### src/rtl/remote_cmd_seq.sv
// Command sequencer for the remote end of the UART link. It queues host commands in a FIFO,
// sends each one through RemoteComm, checks the response byte and retries on NAK or timeout.
`timescale 1ns/1ps
module remote_cmd_seq #(
    parameter int unsigned DEPTH     = 4,
    parameter logic [7:0]  ACK       = 8'hA5,
    parameter int unsigned TO_CYCLES = 2_000_000,
    parameter int unsigned MAX_RETRY = 2
) (
    input  logic        clk,
    input  logic        rst_n,
    input  logic        push,
    input  logic [15:0] push_cmd,
    output logic        full,
    output logic        empty,
    output logic        snd_cmd,
    output logic [15:0] cmd,
    input  logic        cmd_snt,
    input  logic        resp_rx_rdy,
    input  logic [7:0]  resp_rx_data,
    output logic        resp_clr_rx_rdy,
    output logic        busy,
    output logic [7:0]  last_resp,
    output logic [7:0]  ack_cnt,
    output logic        err,
    output logic        ovf,
    input  logic        err_clr
);

    localparam int unsigned PtrW = (DEPTH > 1) ? $clog2(DEPTH) : 1;
    localparam int unsigned CntW = $clog2(TO_CYCLES + 1);
    localparam int unsigned RtyW = (MAX_RETRY > 0) ? $clog2(MAX_RETRY + 1) : 1;

    typedef enum logic [1:0] {StIdle, StSend, StWaitSnt, StWaitResp} state_e;

    state_e            state_q, state_d;
    logic [15:0]       mem_q [DEPTH];
    logic [PtrW-1:0]   wr_ptr_q, wr_ptr_d, rd_ptr_q, rd_ptr_d;
    logic [PtrW:0]     count_q, count_d;
    logic              full_q, full_d, empty_q, empty_d;
    logic              snd_q, snd_d, clr_q, clr_d, busy_q, busy_d;
    logic [15:0]       cmd_q, cmd_d;
    logic [7:0]        last_q, last_d, ack_q, ack_d;
    logic              err_q, err_d, ovf_q, ovf_d;
    logic [RtyW-1:0]   retry_q, retry_d;
    logic [CntW-1:0]   to_cnt_q, to_cnt_d;
    logic              push_ok, pop, rdy, fail, err_set;

    assign push_ok = push && !full_q;
    // While the clear pulse is out, RemoteComm still shows the byte we just consumed.
    assign rdy     = resp_rx_rdy && !clr_q;

    always_comb begin
        state_d  = state_q;
        cmd_d    = cmd_q;
        snd_d    = 1'b0;
        clr_d    = 1'b0;
        last_d   = last_q;
        ack_d    = ack_q;
        retry_d  = retry_q;
        to_cnt_d = to_cnt_q;
        pop      = 1'b0;
        fail     = 1'b0;
        err_set  = 1'b0;

        unique case (state_q)
            StIdle: begin
                clr_d = rdy;
                if (!empty_q) begin
                    cmd_d   = mem_q[rd_ptr_q];
                    state_d = StSend;
                end
            end
            StSend: begin
                clr_d   = rdy;
                snd_d   = 1'b1;
                state_d = StWaitSnt;
            end
            StWaitSnt: begin
                clr_d = rdy;
                if (cmd_snt) begin
                    to_cnt_d = '0;
                    state_d  = StWaitResp;
                end
            end
            StWaitResp: begin
                to_cnt_d = to_cnt_q + 1'b1;
                if (rdy) begin
                    last_d = resp_rx_data;
                    clr_d  = 1'b1;
                    if (resp_rx_data == ACK) begin
                        pop     = 1'b1;
                        ack_d   = (ack_q == 8'hFF) ? ack_q : ack_q + 8'd1;
                        retry_d = '0;
                        state_d = StIdle;
                    end else begin
                        fail = 1'b1;
                    end
                end else if (to_cnt_q == CntW'(TO_CYCLES - 1)) begin
                    fail = 1'b1;
                end
                if (fail) begin
                    state_d = StIdle;
                    if (retry_q < RtyW'(MAX_RETRY)) begin
                        retry_d = retry_q + 1'b1;
                    end else begin
                        pop     = 1'b1;
                        err_set = 1'b1;
                        retry_d = '0;
                    end
                end
            end
            default: state_d = StIdle;
        endcase

        busy_d = (state_d != StIdle);
    end

    // FIFO bookkeeping; fullness is judged on the registered count, before any same-cycle pop.
    always_comb begin
        wr_ptr_d = push_ok ? wr_ptr_q + 1'b1 : wr_ptr_q;
        rd_ptr_d = pop ? rd_ptr_q + 1'b1 : rd_ptr_q;
        unique case ({push_ok, pop})
            2'b10:   count_d = count_q + 1'b1;
            2'b01:   count_d = count_q - 1'b1;
            default: count_d = count_q;
        endcase
        full_d  = (count_d == (PtrW + 1)'(DEPTH));
        empty_d = (count_d == '0);

        err_d = err_q;
        ovf_d = ovf_q;
        if (err_clr) begin
            err_d = 1'b0;
            ovf_d = 1'b0;
        end
        if (err_set) err_d = 1'b1;
        if (push && full_q) ovf_d = 1'b1;
    end

    always_ff @(posedge clk) begin
        if (push_ok) mem_q[wr_ptr_q] <= push_cmd;
    end

    always_ff @(posedge clk or negedge rst_n) begin
        if (!rst_n) begin
            state_q  <= StIdle;
            wr_ptr_q <= '0;
            rd_ptr_q <= '0;
            count_q  <= '0;
            full_q   <= 1'b0;
            empty_q  <= 1'b1;
            snd_q    <= 1'b0;
            clr_q    <= 1'b0;
            busy_q   <= 1'b0;
            cmd_q    <= '0;
            last_q   <= '0;
            ack_q    <= '0;
            err_q    <= 1'b0;
            ovf_q    <= 1'b0;
            retry_q  <= '0;
            to_cnt_q <= '0;
        end else begin
            state_q  <= state_d;
            wr_ptr_q <= wr_ptr_d;
            rd_ptr_q <= rd_ptr_d;
            count_q  <= count_d;
            full_q   <= full_d;
            empty_q  <= empty_d;
            snd_q    <= snd_d;
            clr_q    <= clr_d;
            busy_q   <= busy_d;
            cmd_q    <= cmd_d;
            last_q   <= last_d;
            ack_q    <= ack_d;
            err_q    <= err_d;
            ovf_q    <= ovf_d;
            retry_q  <= retry_d;
            to_cnt_q <= to_cnt_d;
        end
    end

    assign full            = full_q;
    assign empty           = empty_q;
    assign snd_cmd         = snd_q;
    assign cmd             = cmd_q;
    assign resp_clr_rx_rdy = clr_q;
    assign busy            = busy_q;
    assign last_resp       = last_q;
    assign ack_cnt         = ack_q;
    assign err             = err_q;
    assign ovf             = ovf_q;

endmodule

### config.mk
export PLATFORM = sky130hd
export DESIGN_NAME = remote_cmd_seq
export DESIGN_NICKNAME = d
export VERILOG_FILES = /design/src/rtl/remote_cmd_seq.sv
export SDC_FILE = /design/constraint.sdc
export NUM_CORES = 1
export LEC_CHECK = 0
export BUFFER_PORTS_ARGS = -buffer_cell sky130_fd_sc_hd__buf_2
export CAP_MARGIN = 20
export CORE_ASPECT_RATIO = 1.2
export CORE_MARGIN = 1.5
export CORE_UTILIZATION = 25
export DETAILED_ROUTE_END_ITERATION = 7
export HOLD_SLACK_MARGIN = 0.03
export RECOVER_POWER = 25
export SETUP_SLACK_MARGIN = 0.15
export SKIP_LAST_GASP = 1
export SYNTH_ARGS = -nofsm -noshare
export SYNTH_HDL_FRONTEND = slang
export SYNTH_SLANG_ARGS = --single-unit
export TNS_END_PERCENT = 100
### constraint.sdc
create_clock -name clk -period 6.4 [get_ports clk]
set_input_delay 0.32 -clock clk [delete_from_list [all_inputs] [get_ports clk]]
set_output_delay 0.32 -clock clk [all_outputs]
set_load 0.01 [all_outputs]
==> key figures, run 1 <==
Synthesis
  • Most common cell in the netlist: dfrtp_1
  • Async S/R FF share, synth: 0.526
  • EDFF count, synth: 64
  • Post-synth top area cell: edfxtp_1
  • Synthesized area per cell: 15.3 µm²
  • Cells after synthesis: 373
  • Syn_nets: 411
  • Most frequent cells after synthesis: dfrtp_1, edfxtp_1, mux2_2, nand2_1, mux4_2
  • Synth unique cells: 54
  • Yosys reg bits: 135
  • Register area share after synthesis: 0.650
  • Yosys warning total: 0
  • Cell area after synthesis: 0.00569 mm²
  • Ys flop type: dfrtp_1
  • Synth top area cells: edfxtp_1, dfrtp_1, mux4_2, mux2_2, mux2i_1
  • Area share of the largest cell type after synthesis: 0.338

STA
  • Fmax: 277 MHz
  • RSZ-0062 raised after global routing: no
  • Setup violations, final: 0
  • Period utilization: 0.565
  • Period minus WS final: 3.61 ns
  • Slew Viols, Final: 72
  • Fin. Hold Viols: 0
  • Skew final: 0.0142 ns
  • Setup TNS Final: 0 ns
  • Slew headroom: -1.71
  • Worst-margin pin slew: 4.07 ns

Floorplanning
  • Top Ports: 69
  • Die ar.: 0.0237 mm²
  • Die width: 141 µm
  • Starting Density: 0.254
  • Core area: 0.0224 mm²
  • Die Ht: 168 µm
  • # rows: 60

Routing
  • DRC: 0
  • Drt wl/cell: 15.7 µm
  • Drt first pass iters: 4
  • DRT Wirelength: 11600 µm
  • Vias post-DR: 3393
  • Avg Vias per Cell: 4.59
  • Drt initial violations: 122
  • Routed Antenna Nets: 0

Place
  • GP Congestion: 0.785
  • Placed insts: 708
  • # port buffers: 68
  • HPWL Detailed: 7660 µm

Global route
  • Vias in the first global route: 3663
  • Overflow left after global routing: 0
  • Antenna violations before repair: 0
  • First-pass GRT wire length: 19100 µm
  • Largest net degree at the start of global routing: 72
  • Total track usage: 0.105

Outcome
  • Failing checks: max-capacitance violations, max-slew violations
  • Status: finished with violations

Pwr
  • Max VDD drop: 0.169 mV
  • LEAKAGE: 2.76 nW
  • PwrDens: 410 mW/mm²

Critical path
  • Kind of critical path: input pin to asynchronous set/reset pin
  • Worst Setup Start Kind: input pin
  • CP top delay family: buffers and inverters
  • Crit path max fanout: 71
  • Critical Path End Type: asynchronous set/reset pin
  • Slowest cell delay on critical path: 2.81 ns
  • Critical path cell sequence: clkbuf_1
  • Slowest stage cell, crit path: clkbuf_1
  • Reg2Reg Setup Slack: 3.26 ns
  • Worst endpoint required time: 5.96 ns
  • Bufs and invs on worst path: 1
  • Arrival time worst endpoint: 3.18 ns

Clock network
  • CTS tree: built
  • CTS H-tree lvls: 4
  • Post-CTS Hold Fix Bufs: 0
  • Post-CTS resize count: 0
  • CTS sink cnt: 135
  • Setup bufs post-CTS: 0
  • Root Driver: clkbuf_16
  • Clk slew on worst S/H paths: 0.06 ns
  • Max clock buf depth: 2
  • Clock Latency Late Sink: 0.42 ns
  • Total CTS buffers: 17

Cells and area
  • Final instance count without filler cells: 740
  • Seq. cell area: 0.00370 mm²
  • Final net count: 486
  • # diodes: 0
  • Layout cell share with drive strength beyond 1: 0.306
  • Area grow syn2layout: 20.7%
  • # fillers: 2237
  • Multi-input logic area: 0.00189 mm²

Hold path
  • HP Class: input pin to flop

Run
  • Max cap viols: 1
==> flip-flops by register name, summed over array words and instances, names as in the netlist, 2 cells and up <==
signal and count:
rd_ptr_q 2, count_q 3, ack_cnt 8, cmd 16
last_resp 8, state_q 2, retry_q 2, to_cnt_q 21
mem_q 64, wr_ptr_q 2
==> cell families after synthesis <==
| logic type | synth area share |
|---|---|
| AO/OA/AOI/OAI | 0.0391 |
| AND/OR/NAND/NOR | 0.123 |
| adder cells (fa/ha/maj) | 0.0189 |
| buffers and inverters | 0.0180 |
| multiplexers | 0.134 |
| XOR/XNOR | 0.0169 |
| flip-flops | 0.650 |
==> layout by cell type, fill, tap and decap left out, drive strengths merged, types with 4 or more instances in the layout <==
cell type / instances
mux4: 16
o21ai: 11
buf: 53
nand4: 12
clkinv: 7
o211ai: 9
ha: 7
mux2: 26
clkbuf: 37
o31ai: 4
edfxtp: 64
nor2b: 7
nor4: 5
and3: 5
inv: 13
nor3: 5
and2: 6
mux2i: 11
dfrtp: 70
xor2: 9
nor2: 10
nand2: 26
nand3: 16
==> area by class of cell <==
class,count,area share
sequential,135,0.539
multi-input combinational,216,0.275
clock buffer,20,0.0698
tap,279,0.0508
timing repair buffer,70,0.0486
clock inverter,12,0.0128
inverter,8,0.00437
==> layer usage <==
metal,share of wire,GRT usage,wire [µm]
met1,0.44,0.126,5100
met2,0.51,0.181,5980
met3,0.035,0.0290,408
met4,0.012,0.0367,135
met5,0,0,0
==> where the power goes <==
group / internal, mW / switching [mW]
Clock: 0.546 / 0.381
Sequential: 1.13 / 0.116
Combinational: 0.294 / 0.348
==> final timing paths <==
path	from	endpoint	cells past startpoint
min in group asynchronous	rst_n	cmd[14]	1
setup / recovery	rst_n	cmd[0]	1
hold reg to reg	count_q[0]	count_q[0]	1
setup reg to reg	state_q[1]	full	11
max in group clk	state_q[1]	full	11
hold / removal	push	ovf	2
==> stage by stage <==
step / worst slack [ns] / power [mW] / hold WS, ns / util / instance area, µm²
floorplan: 3.96 / 1.68 / 0.0244 / - / 5690
global placement: 3.44 / 1.89 / 0.464 / 0.283 / 6320
detailed placement: 3.25 / 1.93 / 0.474 / 0.283 / 6320
CTS: 3.23 / 2.87 / 0.0957 / 0.308 / 6890
global route: 1.82 / 2.97 / 0.138 / 0.307 / 6870
finish: 2.79 / 2.81 / 0.149 / 0.307 / 6870
Power figures use the tool's default switching activity.
==> run 2, diff against run 1 <==
Clock period 6.4 ns to 3.17 ns, I/O delays scaled along.
==> key figures, run 2 (synthesis results as in run 1) <==
Routing
  • Drt initial violations: 164 (+34%)
  • Vias post-DR: 3496 (+3.0%)
  • DRT Wirelength: 12100 µm (+4.1%)
  • Avg Vias per Cell: 4.52 (-1.4%)
  • DRC: 0 (unchanged)
  • Drt wl/cell: 15.7 µm (-0.32%)
  • Drt first pass iters: 4 (unchanged)
  • Routed Antenna Nets: 0 (unchanged)

Global route
  • Total track usage: 0.110 (+0.00506)
  • Largest net degree at the start of global routing: 72 (unchanged)
  • Overflow left after global routing: 0 (unchanged)
  • Antenna violations before repair: 0 (unchanged)
  • First-pass GRT wire length: 19900 µm (+4.3%)
  • Vias in the first global route: 3706 (+1.2%)

STA
  • RSZ-0062 raised after global routing: no
  • Period minus WS final: 2.76 ns
  • Slew headroom: -0.265 (+1.45)
  • Slew Viols, Final: 72 (unchanged)
  • Fin. Hold Viols: 0 (unchanged)
  • Setup violations, final: 0 (unchanged)
  • Post-Route Hold Slack: 0.116 ns (-0.0322 ns)
  • Fmax: 363 MHz
  • Skew final: 0.00876 ns (-0.00544 ns)
  • Setup TNS Final: 0 ns (unchanged)
  • Period utilization: 0.869
  • Worst-margin pin slew: 1.90 ns (-2.17 ns)

Cells and area
  • Most common cell after layout, fill and taps aside: dfrtp_1
  • Leading cell types in the layout, fill and taps excluded: dfrtp_1, edfxtp_1, buf_2
  • Largest register FFs: 64 (unchanged)
  • Seq. cell area: 0.00370 mm² (unchanged)
  • Multi-input logic area: 0.00189 mm² (unchanged)
  • # fillers: 2206 (-1.4%)
  • # diodes: 0 (unchanged)
  • Area grow syn2layout: 26.5%
  • Final net count: 519 (+6.8%)
  • Layout cell share with drive strength beyond 1: 0.283 (-0.0225)
  • Largest Register: mem_q

Clock network
  • Total CTS buffers: 17 (unchanged)
  • Clock Latency Late Sink: 0.42 ns (about the same)
  • CTS sink cnt: 135 (unchanged)
  • CTS tree: built
  • CTS H-tree lvls: 4 (unchanged)
  • Post-CTS resize count: 0 (unchanged)
  • Post-CTS Hold Fix Bufs: 26 (+26)
  • Root Driver: clkbuf_16
  • Setup bufs post-CTS: 0 (unchanged)
  • Max clock buf depth: 2 (unchanged)
  • Clk slew on worst S/H paths: 0.06 ns (about the same)

Run
  • Max cap viols: 1 (unchanged)

Place
  • HPWL Detailed: 7770 µm (+1.4%)
  • GP Congestion: 0.784 (-0.11%)
  • # port buffers: 68 (unchanged)

Pwr
  • Cell internal pwr: 4.09 mW (+110%)
  • Sw Share: 0.301 (+0.000389)
  • Max VDD drop: 0.405 mV (+140%)
  • PwrDens: 813 mW/mm² (+98%)
  • Sw Pwr: 1.76 mW (+110%)
  • Seq pwr share: 0.427 (-0.016)
  • PnR Total Power: 5.85 mW (+110%)
  • LEAKAGE: 2.88 nW (+4.3%)
  • Combinational power share: 0.235 (+0.007)
  • Clock share of power: 0.338 (+0.009)

Floorplanning
  • Top Ports: 69 (unchanged)
  • Starting Density: 0.254 (unchanged)
  • Core area: 0.0224 mm² (unchanged)
  • Die Ht: 168 µm (unchanged)
  • Die ar.: 0.0237 mm² (unchanged)
  • # rows: 60 (unchanged)
  • Die width: 141 µm (unchanged)

Critical path
  • Kind of critical path: flop to flop
  • Critical path cell sequence: ha_1 -> nand4_4 -> o21a_1 -> nor2_1 -> ha_1 -> inv_1 -> fa_1 -> xor2_1 -> nor2_1 -> xor2_1 -> nor2b_1
  • Slowest stage cell, crit path: dfrtp_1
  • Slowest cell delay on critical path: 0.40 ns (-2.41 ns)
  • Crit path max fanout: 14 (-80%)
  • Arrival time worst endpoint: 3.10 ns (-0.08 ns)
  • Critical Path End Type: flop
  • Worst Setup Start Kind: flop
  • Reg2Reg Setup Slack: 0.41 ns (-2.85 ns)
  • Worst endpoint required time: 3.52 ns (-2.44 ns)

Outcome
  • Failing checks: max-capacitance violations, max-slew violations
  • Status: finished with violations

Hold path
  • HP Class: input pin to flop
run 2: cell count changes in the layout (fill, tap and decap cells not counted):
| cell | change |
|---|---|
| dlygate4sd3_1 | +26 |
| buf_2 | -9 |
| clkbuf_1 | +8 |
| buf_4 | +7 |
| clkinv_2 | -3 |
| bufinv_16 | +2 |
| clkbuf_16 | -2 |
| clkinvlp_4 | +2 |
| inv_8 | +2 |
| clkbuf_2 | +1 |
| inv_4 | -1 |
run 2: power by group through the flow:
stage,registers [mW],logic [mW],clock network (mW)
after detailed placement,2.53,1.40,0
final,2.50,1.37,1.98
after global routing,2.56,1.53,2.10
after CTS,2.51,1.43,2.03
after global placement,2.51,1.35,0
after floorplan,2.55,0.844,0
run 2: cell type report:
class                   count  share of cell area
repair buffers            103              0.0885
well taps                 279              0.0485
flip-flops and latches    135               0.514
clock inverters            14              0.0228
clock buffers              18              0.0596
multi-input cells         216               0.262
inverters                   8             0.00417
run 2: path summary, 6_finish.rpt:
path	end	cells after the start	from
setup / recovery	full	11	to_cnt_q[0]
hold / removal	ovf	3	err_clr
setup reg to reg	full	11	to_cnt_q[0]
hold reg to reg	count_q[0]	1	count_q[0]
max in group asynchronous	count_q[1]	2	rst_n
min in group asynchronous	to_cnt_q[4]	2	rst_n
run 2: per-stage QoR:
stage          setup slack, ns  utilization  cells  area, µm²
3_3_place_gp             0.549        0.285    715       6380
2_1_floorplan            0.733            -    373       5690
5_1_grt                  0.161        0.322    773       7200
3_5_place_dp             0.416        0.285    715       6380
6_report                 0.415        0.322    773       7200
4_1_cts                  0.403        0.323    773       7230
run 2: routing by layer:
metal  track usage  share of wire  vias up
met5             0              0        -
met4        0.0512          0.019        0
met3        0.0245          0.031       19
met2         0.190           0.52       77
met1         0.131           0.43     1756
li1              -              -     1644
run 2: critical path, delay by kind of cell (launching register included):
family	cells	cell delay, ns
xor gates and xnor gates	2	0.42
DFF	1	0.40
buffers and inverters	1	0.06
adders and majority gates	3	0.87
and+or+nand+nor	4	0.65
AOI/OAI and AO/OA	1	0.28
